File: config.mk
export PLATFORM = sky130hd
export DESIGN_NAME = task_uart_tx_drain_flat
export DESIGN_NICKNAME = d
export VERILOG_FILES = /design/src/rtl/uart_pkg.sv /design/src/rtl/task_uart_tx_drain_if.sv /design/src/rtl/sync_fifo.sv /design/src/rtl/task_uart_tx_drain.sv /design/src/flat_wrapper.sv
export SDC_FILE = /design/constraint.sdc
export NUM_CORES = 1
export LEC_CHECK = 0
export ABC_AREA = 1
export BUFFER_PORTS_ARGS = -buffer_cell sky130_fd_sc_hd__buf_2
export CORE_AREA = 2 2 123 125
export CTS_BUF_LIST = sky130_fd_sc_hd__clkbuf_16
export DETAILED_ROUTE_END_ITERATION = 8
export DIE_AREA = 0 0 125 127
export PLACE_DENSITY = 0.79
export SETUP_SLACK_MARGIN = 0.2
export SLEW_MARGIN = 15
export SYNTH_ARGS = -nofsm -noshare
export SYNTH_HDL_FRONTEND = slang
export SYNTH_SLANG_ARGS = --single-unit
File: constraint.sdc
create_clock -name i_clk -period 5.1 [get_ports i_clk]
set_clock_uncertainty 0.1 [all_clocks]
set_input_delay 0 -clock i_clk [delete_from_list [all_inputs] [get_ports i_clk]]
set_output_delay 0 -clock i_clk [all_outputs]
set_load 0.05 [all_outputs]
File: src/rtl/uart_pkg.sv
// Shared types and constants for the task UART drain stage.
package uart_pkg;

  localparam int unsigned UART_DATA_BITS       = 8;
  localparam int unsigned DEFAULT_CLKS_PER_BIT = 868;

  typedef enum logic [1:0] {
    IDLE,
    START,
    DATA,
    STOP
  } tx_state_t;

  typedef struct packed {
    logic                      last;
    logic [UART_DATA_BITS-1:0] data;
  } fifo_entry_t;

endpackage

File: src/rtl/task_uart_tx_drain_if.sv
// Byte stream from the task stage: data/valid/last, no backpressure.
interface task_uart_tx_drain_if #(
  parameter int unsigned DATA_WIDTH = 8
) ();

  logic [DATA_WIDTH-1:0] data;
  logic                  valid;
  logic                  last;

  modport master (output data, output valid, output last);
  modport slave  (input  data, input  valid, input  last);

endinterface

File: src/rtl/sync_fifo.sv
// Single-clock FIFO; full/empty/level derived from the registered occupancy.
module sync_fifo #(
  parameter int unsigned WIDTH = 9,
  parameter int unsigned DEPTH = 16,
  localparam int unsigned AW   = $clog2(DEPTH),
  localparam int unsigned LW   = AW + 1
) (
  input  logic             i_clk,
  input  logic             i_rst,
  input  logic             i_wr_en,
  input  logic [WIDTH-1:0] i_wr_data,
  input  logic             i_rd_en,
  output logic [WIDTH-1:0] o_rd_data,
  output logic             o_full,
  output logic             o_empty,
  output logic [LW-1:0]    o_level
);

  logic [WIDTH-1:0] mem_q [DEPTH];
  logic [AW-1:0]    wr_ptr_q, rd_ptr_q;
  logic [LW-1:0]    level_q;
  logic             wr, rd;

  // A pop in the same cycle never frees a slot for a write: full is pre-edge.
  assign o_full    = (level_q == LW'(DEPTH));
  assign o_empty   = (level_q == '0);
  assign o_level   = level_q;
  assign o_rd_data = mem_q[rd_ptr_q];
  assign wr        = i_wr_en && !o_full;
  assign rd        = i_rd_en && !o_empty;

  always_ff @(posedge i_clk or negedge i_rst) begin
    if (!i_rst) begin
      wr_ptr_q <= '0;
      rd_ptr_q <= '0;
      level_q  <= '0;
    end else begin
      if (wr) wr_ptr_q <= wr_ptr_q + AW'(1);
      if (rd) rd_ptr_q <= rd_ptr_q + AW'(1);
      unique case ({wr, rd})
        2'b10:   level_q <= level_q + LW'(1);
        2'b01:   level_q <= level_q - LW'(1);
        default: level_q <= level_q;
      endcase
    end
  end

  always_ff @(posedge i_clk) begin
    if (wr) mem_q[wr_ptr_q] <= i_wr_data;
  end

endmodule

File: src/rtl/task_uart_tx_drain.sv
// Buffers the task byte stream and serialises it as 8N1 on o_tx.
module task_uart_tx_drain
  import uart_pkg::*;
#(
  parameter int unsigned DATA_WIDTH   = UART_DATA_BITS,
  parameter int unsigned CLKS_PER_BIT = DEFAULT_CLKS_PER_BIT,
  parameter int unsigned FIFO_DEPTH   = 16,
  localparam int unsigned LW          = $clog2(FIFO_DEPTH) + 1
) (
  input  logic                 i_clk,
  input  logic                 i_rst,
  task_uart_tx_drain_if.slave  in_if,
  output logic                 o_tx,
  output logic                 o_busy,
  output logic                 o_overflow,
  output logic                 o_frame_done,
  output logic [LW-1:0]        o_level
);

  localparam int unsigned CW = $clog2(CLKS_PER_BIT);

  tx_state_t                 state_q, state_d;
  logic [CW-1:0]             baud_q;
  logic [2:0]                bit_idx_q;
  logic [UART_DATA_BITS-1:0] shift_q;
  logic                      last_q, frame_done_q, overflow_q;
  logic                      baud_end, pop, fifo_full, fifo_empty;
  fifo_entry_t               wr_entry, rd_entry;

  assign wr_entry = '{last: in_if.last, data: in_if.data};
  assign baud_end = (baud_q == CW'(CLKS_PER_BIT - 1));

  sync_fifo #(
    .WIDTH($bits(fifo_entry_t)),
    .DEPTH(FIFO_DEPTH)
  ) u_fifo (
    .i_clk    (i_clk),
    .i_rst    (i_rst),
    .i_wr_en  (in_if.valid),
    .i_wr_data(wr_entry),
    .i_rd_en  (pop),
    .o_rd_data(rd_entry),
    .o_full   (fifo_full),
    .o_empty  (fifo_empty),
    .o_level  (o_level)
  );

  always_ff @(posedge i_clk or negedge i_rst) begin
    if (!i_rst) state_q <= IDLE;
    else        state_q <= state_d;
  end

  always_comb begin
    state_d = state_q;
    unique case (state_q)
      IDLE:  if (!fifo_empty) state_d = START;
      START: if (baud_end) state_d = DATA;
      DATA:  if (baud_end && bit_idx_q == 3'd7) state_d = STOP;
      STOP:  if (baud_end) state_d = fifo_empty ? IDLE : START;
      default: state_d = IDLE;
    endcase
  end

  always_comb begin
    o_tx = 1'b1;
    unique case (state_q)
      START:   o_tx = 1'b0;
      DATA:    o_tx = shift_q[0];
      default: o_tx = 1'b1;
    endcase
    // Pop from IDLE or on the last STOP cycle so back-to-back bytes leave no gap.
    pop    = !fifo_empty && ((state_q == IDLE) || ((state_q == STOP) && baud_end));
    o_busy = (state_q != IDLE) || !fifo_empty;
  end

  always_ff @(posedge i_clk or negedge i_rst) begin
    if (!i_rst) begin
      baud_q       <= '0;
      bit_idx_q    <= '0;
      shift_q      <= '0;
      last_q       <= 1'b0;
      frame_done_q <= 1'b0;
      overflow_q   <= 1'b0;
    end else begin
      frame_done_q <= (state_q == STOP) && baud_end && last_q;
      overflow_q   <= overflow_q | (in_if.valid & fifo_full);
      if ((state_q == IDLE) || baud_end) baud_q <= '0;
      else                               baud_q <= baud_q + CW'(1);
      if (pop) begin
        shift_q   <= rd_entry.data;
        last_q    <= rd_entry.last;
        bit_idx_q <= '0;
      end else if ((state_q == DATA) && baud_end) begin
        shift_q   <= {1'b0, shift_q[UART_DATA_BITS-1:1]};
        bit_idx_q <= bit_idx_q + 3'd1;
      end
    end
  end

  assign o_overflow   = overflow_q;
  assign o_frame_done = frame_done_q;

endmodule

File: src/flat_wrapper.sv
// flat-port wrapper written by rule: the top's interface ports become plain ports
module task_uart_tx_drain_flat import uart_pkg::*;
#(
  parameter int unsigned DATA_WIDTH   = UART_DATA_BITS,
  parameter int unsigned CLKS_PER_BIT = DEFAULT_CLKS_PER_BIT,
  parameter int unsigned FIFO_DEPTH   = 16,
  localparam int unsigned LW          = $clog2(FIFO_DEPTH) + 1
)
  (i_clk, i_rst, o_tx, o_busy, o_overflow, o_frame_done, o_level, in_if_data, in_if_valid, in_if_last);
  task_uart_tx_drain_if #(.DATA_WIDTH(DATA_WIDTH)) in_if_i ();
  input  logic i_clk;
  input  logic i_rst;
  output logic o_tx;
  output logic o_busy;
  output logic o_overflow;
  output logic o_frame_done;
  output logic [LW-1:0] o_level;
  input wire logic [$bits(in_if_i.data)-1:0] in_if_data;
  input wire logic [$bits(in_if_i.valid)-1:0] in_if_valid;
  input wire logic [$bits(in_if_i.last)-1:0] in_if_last;
  assign in_if_i.data = in_if_data;
  assign in_if_i.valid = in_if_valid;
  assign in_if_i.last = in_if_last;
  task_uart_tx_drain #(.DATA_WIDTH(DATA_WIDTH), .CLKS_PER_BIT(CLKS_PER_BIT), .FIFO_DEPTH(FIFO_DEPTH)) u_core (.i_clk(i_clk), .i_rst(i_rst), .in_if(in_if_i), .o_tx(o_tx), .o_busy(o_busy), .o_overflow(o_overflow), .o_frame_done(o_frame_done), .o_level(o_level));
endmodule
Word level (Yosys, flattened, before mapping)
Memory sizes are Yosys's and may differ from the RTL's.
Index checks and enable logic that the tools add are counted.
{"block": "op_classes", "order_cmp": 0, "bitwise_logic": 2, "n_div": 0, "reduce_logical": 18, "addsub": 6, "n_mul": 0, "eq_ne": 12, "n_mux": 15, "n_shift": 0}
{"op": "8-bit 2-to-1 mux", "count": 2}
{"op": "10-bit by 1-bit adder with 10-bit output (second input constant)", "count": 1}
{"op": "10-bit equality test (second input constant)", "count": 1}
{"op": "10-bit 2-to-1 mux", "count": 1}
{"op": "5-bit case mux with 2 select lines", "count": 1}
{"op": "4-bit by 1-bit adder with 4-bit output (second input constant)", "count": 2}
{"op": "2-bit 2-to-1 mux", "count": 4}
{"op": "2-bit case mux with 4 select lines", "count": 1}
{"op": "1-bit logical AND", "count": 7}
{"op": "2-bit equality test (second input constant)", "count": 3}
{"op": "3-bit 2-to-1 mux", "count": 2}
{"op": "2-bit by 1-bit inequality test with 1-bit output (second input constant)", "count": 3}
{"op": "2-bit nonzero test", "count": 3}
{"op": "5-bit by 1-bit adder with 5-bit output (second input constant)", "count": 1}
{"op": "5-bit equality test (second input constant)", "count": 1}
{"op": "5-bit logical NOT", "count": 1}
{"op": "5-bit by 1-bit subtractor with 5-bit output (second input constant)", "count": 1}
{"op": "2-bit by 1-bit equality test with 1-bit output (second input constant)", "count": 2}
{"op": "4-bit AND reduction", "count": 1}
{"op": "3-bit by 1-bit adder with 3-bit output (second input constant)", "count": 1}
{"op": "3-bit equality test (second input constant)", "count": 1}
{"op": "1-bit logical OR", "count": 3}
{"op": "1-bit 2-to-1 mux", "count": 3}
{"op": "1-bit logical NOT", "count": 2}
{"op": "other kinds (5)", "count": 5}
{"block": "totals", "romBits": 0, "n_memories": 1, "latchBits": 0, "in_bits": 12, "ramBits": 144, "reg_bits": 39, "wordCells": 64}
{"memory": "u_core.u_fifo.mem_q", "words": 16, "width": 9, "rd": 1, "rd_clocked_by_memory_dff": 0, "write_ports": 1, "line": "sync_fifo.sv:19", "text": "logic [WIDTH-1:0] mem_q [DEPTH];"}

Longest topological paths before layout
Gate-level depths: netlist of the first run.
{"block": "depth", "depth_word": 7, "mapped_depth": 18, "ltp_nobuf": 18}

Modules after synthesis
Synthesis of the first run repeated with hierarchy kept, for this count alone.
{"block": "unflattened", "hier_cells": 861, "area_unflattened_um2": 8340.5}
{"module": "sync_fifo", "seq_area_each_um2": 4649.5, "area_each_um2": 6925.4, "cells_per_inst": 682, "n_inst": 1}
{"module": "task_uart_tx_drain", "seq_area_each_um2": 650.6, "area_each_um2": 1415.1, "cells_per_inst": 179, "n_inst": 1}

Worst setup path after synthesis of the first run
No wires, ideal clock.
{"block": "synth_timing", "path_type": "register to register", "start": "register u_core.u_fifo.level_q[0], in the netlist u_core.u_fifo.o_level[0]", "end": "register u_core.u_fifo.level_q[4], in the netlist u_core.u_fifo.o_level[4]", "required_time_ns": 4.882, "path_slack_ns": 2.524, "n_path_buf": 1, "synth_period_minus_slack_ns": 2.576, "path_stages_with_launch": 15, "arrival_ns": 2.358, "cell_sequence": "dfrtp_1 -> nor2_2 -> nand4_4 -> nand2_8 -> clkinv_8 -> buf_6 -> ha_1 -> xnor2_1 -> or2_2 -> nand2_1 -> nand2_1 -> nand3_1 -> nand2_1 -> nand2_1 -> nand2_1"}
{"block": "synth_via", "elab_chain_cells": 6, "word_cells_on_any_way": 13}
{"item": "start, declared", "line": "sync_fifo.sv:21", "text": "logic [LW-1:0] level_q;"}
{"item": "start signal, assigned", "line": "sync_fifo.sv:41", "text": "2'b10: level_q <= level_q + LW'(1);"}
{"item": "start signal, assigned", "line": "sync_fifo.sv:42", "text": "2'b01: level_q <= level_q - LW'(1);"}
{"item": "start signal, assigned", "line": "sync_fifo.sv:43", "text": "default: level_q <= level_q;"}
{"item": "5-bit logical NOT", "line": "sync_fifo.sv:26", "text": "assign o_empty = (level_q == '0);"}
{"item": "1-bit logical NOT"}
{"item": "1-bit logical AND", "line": "task_uart_tx_drain.sv:72", "text": "pop = !fifo_empty && ((state_q == IDLE) || ((state_q == STOP) && baud_end));"}
{"item": "1-bit logical AND", "line": "sync_fifo.sv:30", "text": "assign rd = i_rd_en && !o_empty;"}
{"item": "2-bit by 1-bit equality test with 1-bit output or 2-bit equality test (tied branches)", "line": "sync_fifo.sv:40", "text": "unique case ({wr, rd})"}
{"item": "5-bit case mux with 2 select lines or 2-bit nonzero test (tied branches)"}
Parallel ways exist; a longest one is shown, timed or not.
A chain may end at the register's enable or synchronous reset.

Worst setup path after layout of the first run
{"block": "layout_timing", "start": "register u_core.u_fifo.rd_ptr_q[0]", "end": "register u_core.shift_q[3]"}
{"block": "layout_via", "elab_chain_cells": 2}
{"item": "start, declared", "line": "sync_fifo.sv:20", "text": "logic [AW-1:0] wr_ptr_q, rd_ptr_q;"}
{"item": "start signal, assigned", "line": "sync_fifo.sv:39", "text": "if (rd) rd_ptr_q <= rd_ptr_q + AW'(1);"}
{"item": "memory 16 x 9 bit"}
{"item": "8-bit 2-to-1 mux", "line": "task_uart_tx_drain.sv:89", "text": "if (pop) begin"}
{"item": "end signal, assigned", "line": "task_uart_tx_drain.sv:90", "text": "shift_q <= rd_entry.data;"}
{"item": "end signal, assigned", "line": "task_uart_tx_drain.sv:94", "text": "shift_q <= {1'b0, shift_q[UART_DATA_BITS-1:1]};"}
{"item": "end, declared", "line": "task_uart_tx_drain.sv:25", "text": "logic [UART_DATA_BITS-1:0] shift_q;"}
Every way passes these cells.

==> results of run 1 <==
flip-flops by register name, indices dropped and copies added, names as in the netlist:
register / flops
u_core.baud_q: 10
u_core.o_frame_done: 1
u_core.u_fifo.mem_q: 144
u_core.u_fifo.o_level: 5
u_core.u_fifo.rd_ptr_q: 4
u_core.u_fifo.wr_ptr_q: 4
u_core.bit_idx_q: 3
u_core.shift_q: 8
u_core.last_q: 1
u_core.state_q: 2
u_core.o_overflow: 1
cells by family (layout without fill, tap and decap cells):
family	Yosys count	count (layout)
compound gates	152	152
xor+xnor	9	9
fa+ha+maj	16	16
buf+inv	70	107
flops	183	183
simple gates	215	215
per-stage QoR:
step | instance area, um2 | instances
floorplan | 7820 | 645
global placement | 8010 | 823
detailed placement | 8010 | 823
CTS | 8670 | 866
global route | 8670 | 866
finish | 8670 | 866
where the power goes:
group / switching (mW) / internal (mW) / total [mW]
Clock: 0.550 / 0.675 / 1.23
Combinational: 0.343 / 0.114 / 0.457
Sequential: 0.0727 / 1.77 / 1.84
layer usage:
metal  track usage [%]  vias to the layer above  wire length (um)
li1                  -                     2371                 -
met1              28.4                     2525              6750
met2              35.3                      221              7920
met3              4.15                       52              1130
met4              10.8                        0               590
met5                 0                        -                 0
critical path: stages, from the launching register on:
cell and delay (ns):
dfrtp_2 0.35, buf_4 0.56, inv_4 0.47, o21ai_0 0.28, o22ai_1 0.10, o211ai_1 0.30
nand3_1 0.16, nand2_1 0.10, o21ai_1 0.06
cell type report:
type                       count  share of cell area [%]
clock buffer                  19                    5.48
clock inverter                13                   0.923
inverter                      41                    1.98
multi-input combinational    392                    25.1
sequential                   183                    61.1
tap                          184                    2.65
timing repair buffer          34                    2.68
path summary, 6_finish.rpt:
kind / cells after the start / start / end
worst max-delay path: 8 / u_core.u_fifo.rd_ptr_q[0]$_DFFE_PN0P_ / u_core.shift_q[3]$_DFFE_PN0P_
worst min-delay path: 2 / i_rst / u_core.u_fifo.o_level[1]$_DFFE_PN0P_
worst max register to register: 8 / u_core.u_fifo.rd_ptr_q[0]$_DFFE_PN0P_ / u_core.shift_q[3]$_DFFE_PN0P_
worst min register to register: 1 / u_core.baud_q[0]$_DFF_PN0_ / u_core.baud_q[0]$_DFF_PN0_
max in group asynchronous: 2 / i_rst / u_core.u_fifo.rd_ptr_q[0]$_DFFE_PN0P_
min in group i_clk: 4 / in_if_valid / u_core.o_overflow$_DFF_PN0_
cells in the final DEF, fill, tap and decap left out, types with 4 or more instances in the layout:
master and count:
edfxtp_1 144, nor2_1 102, o21ai_0 66, nand2_1 58, dfrtp_1 38, inv_1 35, nand3_1 25, o211ai_1 21
buf_2 20, clkbuf_16 19, o21ai_1 18, o221ai_1 17, ha_1 16, a21oi_1 14, dlygate4sd3_1 11, o22ai_1 8
xor2_1 7, nor3_1 5, nor3b_1 5, inv_2 4, nand4_1 4, clkinv_2 4
repair_timing:
item / CTS / global route
hold buffers: 11 / 0
endpoints found under the setup margin: 0 / 0
endpoints found under the hold margin: 185 / 0
==> metrics.md, run 1 <==
| Metric | Value |
|---|---|
| Post-synth top cells | 144 x edfxtp_1, 102 x nor2_1, 66 x o21ai_0 |
| Unrepaired setup endpoints after global routing | no |
| Total of max-cap violations | 0 |
| Drt drc | 0 |
| PortBufs | 20 |
| Row Count | between 40 and 50 |
| Post-Syn Area | about 7800 um2 |
| CTS HTree Levels | 4 |
| Fillers | 1132 |
| Grt ovf | 0 |
| Largest net degree at the start of global routing | 76 |
| Post-Place Worst Slack | 2.51 ns |
| Hold_ws | around 0.14 ns |
| Root Buffer | clkbuf_16 |
| Final ANT Viol Nets | 0 |
| Tcrit/Tclk final | between 50% and 60% |
| NumNets Final | about 700 |
| Final wirelength | around 16 mm |
| First DRT Iteration DRCs | between 600 and 700 |
| Final setup fails | 0 |
| Gpl congestion | around 0.84 |
| Fin worst setup slack | 2.45 ns |
| Synthesis-to-layout area growth | 10.9% |
| Routed vias | a little over 5000 |
| Initial core utilization | 54.2% |
| Slew headroom | 23.8% |
| TNS Setup | 0 ns |
| IO Pins | 21 |
| ANT cells | 0 |
| HPWL after DPL | ~10 mm |
| Ys async rst share | 21.3% |
| Syn nets | 673 |
| Worst vdd ir | approximately 0.26 mV |
| # resized after CTS | 0 |
| Leak | 3.09 nW |
| Chip Height | ~130 um |
| Max Root-Sink Buffers | 2 |
| Outcome | finished, final reports clean |
| Worst slew pin tran | 1.14 ns |
| Fmax | roughly 380 MHz |
| Crit end category | flop |
| Number of synthesized flops with an enable pin | roughly 140 |
| Vias/cell | slightly below 6 |
| Register area share after synthesis | 67.8% |
| Core area | between 10000 and 15000 um2 |
| Compound-Gate Fraction of Synth Area | 11.7% |
| Initial antenna violation count | 0 |
| Post-CTS Setup Bufs | 0 |
| Ys flop type | edfxtp_1 |
| Final Max Slew Viols | 0 |
| Syn avg cell area | between 10 and 15 um2 |
| CP Class | reg -> reg |
| Clock transition at path regs | 0.07 ns |
| Synth top area share | 55.3% |
| Distinct cells, synth | 43 |
| Yosys reg bits | between 150 and 200 |
| Share of layout cells above drive strength 1 | between 10% and 20% |
| Final core occ | between 60% and 70% |
| Worst path arrival time | ~2.9 ns |
| Most common cell in the synthesized netlist | edfxtp_1 |
| Worst-Skew Late Latency | roughly 0.43 ns |
| Vias in the first global route | 5152 |
| Post-Synthesis Cells | 645 |
| Storage cell area | around 5300 um2 |
| CTS Buf Count | 17 |
| Clock Sinks | ~180 |
| Design Power | around 3.5 mW |
| Synth area leader | edfxtp_1 |
| Ys Warns | 0 |
| First drt pass iteration count | 6 |
| Crit path max fanout | 75 |
| WP data required | 5.32 ns |
| PD cells | approximately 410 nW/um2 |
| Startpoint types | flop |
| Gr usage total | 21.7% |
| Simple-Gate Fraction of Synth Area | between 10% and 20% |
| Top cells by area, synth | edfxtp_1 55%, dfrtp_1 12%, nor2_1 4.9% |
| Mux cell area share after synthesis | 0% |
| Post-Synth XOR/XNOR Area | under 10% |
| Routed length per instance | ~19 um |
| Multi-input logic area | about 2200 um2 |
| TritonCTS clock tree | done |
| Chip width | roughly 130 um |
| Die footprint | between 15000 and 20000 um2 |
| Hold Path Class | in -> async |
| R2R setup slack | 2.45 ns |
| Largest family of logic cells by synthesized area | simple AND/OR/NAND/NOR gates |
| Tmin final | about 2.7 ns |
| Adder-cell area share of the yosys netlist | around 2.6% |
| Final Hold Vio Count | 0 |
| First-pass GRT wire length | between 20 and 30 mm |
Note: power is estimated with default switching activity, not from simulation.
==> inputs of run 2 (changes only) <==
clock period = 2.8 ns   (was 5.1 ns; I/O delays follow)
==> metrics.md, run 2 (synthesis gave the netlist of run 1 again) <==
| Metric | Value |
|---|---|
| Gr usage total | between 20% and 30% |
| Share of layout cells above drive strength 1 | a little over an eighth |
| Tcrit/Tclk final | approximately 88% |
| Reg2reg path depth | 7 |
| Hold Path Class | in -> async |
| First drt pass iteration count | 5 |
| Die footprint | around 16000 um2 |
| Storage cell area | ~5300 um2 |
| Final setup fails | 0 |
| Routed vias | roughly 5100 |
| Commonest non-fill, non-tap cell in the layout | edfxtp_1 |
| First DRT Iteration DRCs | 417 |
| ANT cells | 0 |
| Multi-input logic area | about 2200 um2 |
| Final ANT Viol Nets | 0 |
| Clock transition at path regs | approximately 0.07 ns |
| NumNets Final | 712 |
| Fillers | ~1100 |
| Worst vdd ir | slightly above 0.6 mV |
| Final Hold Vio Count | 0 |
| Design Power | roughly 6.5 mW |
| Chip Height | ~130 um |
| Root Buffer | clkbuf_16 |
| Final wirelength | around 16 mm |
| Vias in the first global route | around 5000 |
| Crit end category | flop |
| Worst slew pin tran | around 0.91 ns |
| Unrepaired setup endpoints after global routing | yes |
| TritonCTS clock tree | done |
| Largest net degree at the start of global routing | 73 |
| HPWL after DPL | 9.90 mm |
| IO Pins | 21 |
| Crit path max fanout | 9 |
| Max reg flops | around 140 |
| Leak | between 3 and 4 nW |
| Total of max-cap violations | 0 |
| Clock Sinks | between 150 and 200 |
| Worst-Skew Late Latency | roughly 0.43 ns |
| Vias/cell | ~5.8 |
| Synthesis-to-layout area growth | 13.1% |
| Row Count | 44 |
| CP Class | reg -> reg |
| Gpl congestion | between 0.8 and 0.9 |
| TNS Setup | 0 ns |
| Initial core utilization | a little over half |
| Slew headroom | approximately 39% |
| Max Root-Sink Buffers | 2 |
| Largest regs | u_core.u_fifo.mem_q (144), u_core.baud_q (10), u_core.shift_q (8) |
| Grt ovf | 0 |
| PortBufs | 20 |
| Tmin final | approximately 2.5 ns |
| WP data required | 2.76 ns |
| Fmax | just over 400 MHz |
| Worst path arrival time | ~2.4 ns |
| Chip width | roughly 130 um |
| Initial antenna violation count | 0 |
| PD cells | 735 nW/um2 |
| Drt drc | 0 |
| CTS HTree Levels | 4 |
| Final Max Slew Viols | 0 |
| Outcome | finished, final reports clean |
| Routed length per instance | approximately 18 um |
| CTS Buf Count | 17 |
| Most frequent cells in the layout | 144 x edfxtp_1, 101 x nor2_1, 66 x o21ai_0, 57 x nand2_1, 38 x dfrtp_1 |
| Most flops, register | u_core.u_fifo.mem_q |
| Startpoint types | flop |
| Core area | 14400 um2 |
| First-pass GRT wire length | ~25 mm |
-- run 2: critical path, stage by stage, from the launching register on --
cell,delay [ns]
dfrtp_1,0.48
nor2_2,0.11
nand4_1,0.16
nand2_4,0.11
buf_4,0.15
inv_1,0.13
nand2_1,0.16
nor2_1,0.67
-- run 2: power breakdown --
part           switching (mW)  total [mW]  internal (mW)
combinational           0.640       0.895          0.255
clock                    1.02        2.25           1.23
sequential              0.129        3.35           3.22
total                    1.79        6.50           4.70
-- run 2: worst paths after layout --
path / start / to / slack, ns
max in group asynchronous: i_rst / u_core.u_fifo.rd_ptr_q[0]$_DFFE_PN0P_ / 1.82
hold / removal: i_rst / u_core.u_fifo.o_level[4]$_DFFE_PN0P_ / 0.13
setup / recovery: u_core.u_fifo.o_level[0]$_DFFE_PN0P_ / u_core.u_fifo.mem_q[5][1]$_DFFE_PP_ / 0.35
min in group i_clk: in_if_valid / u_core.o_overflow$_DFF_PN0_ / 0.32
hold reg to reg: u_core.o_overflow$_DFF_PN0_ / u_core.o_overflow$_DFF_PN0_ / 0.37
setup reg to reg: u_core.u_fifo.o_level[0]$_DFFE_PN0P_ / u_core.u_fifo.mem_q[5][1]$_DFFE_PP_ / 0.35
-- run 2: metal layers --
metal / GRT usage [%] / routed length [um] / up-vias
met2: 34.6 / 7860 / 175
met1: 25.9 / 6500 / 2476
li1: - / - / 2402
met4: 7.25 / 335 / 0
met5: 0 / 0 / -
met3: 5.15 / 898 / 29
-- run 2: area by class of cell --
type | instances | area share [%]
clock buffer | 17 | 4.81
clock inverter | 15 | 1.49
inverter | 41 | 1.94
multi-input combinational | 392 | 25.2
sequential | 183 | 60.0
tap | 184 | 2.60
timing repair buffer | 49 | 4.05
-- run 2: what timing repair did --
action,CTS,global route
setup endpoints to repair,0,1
hold buffers,11,0
resized for setup,0,10
setup buffers,0,4
hold endpoints to repair,185,0
-- run 2: per-stage QoR --
step / cell area, um2 / utilization (%) / std cells / setup slack, ns / hold WS (ns)
6_report: 8840 / 61.3 / 881 / 0.348 / 0.133
5_1_grt: 8840 / 61.3 / 881 / 0.163 / 0.221
4_1_cts: 8770 / 60.8 / 877 / 0.274 / 0.165
3_5_place_dp: 8100 / 56.2 / 834 / 0.304 / 0.0817
3_3_place_gp: 8100 / 56.2 / 834 / 0.381 / 0.0685
2_1_floorplan: 7820 / - / 645 / 0.224 / -0.396
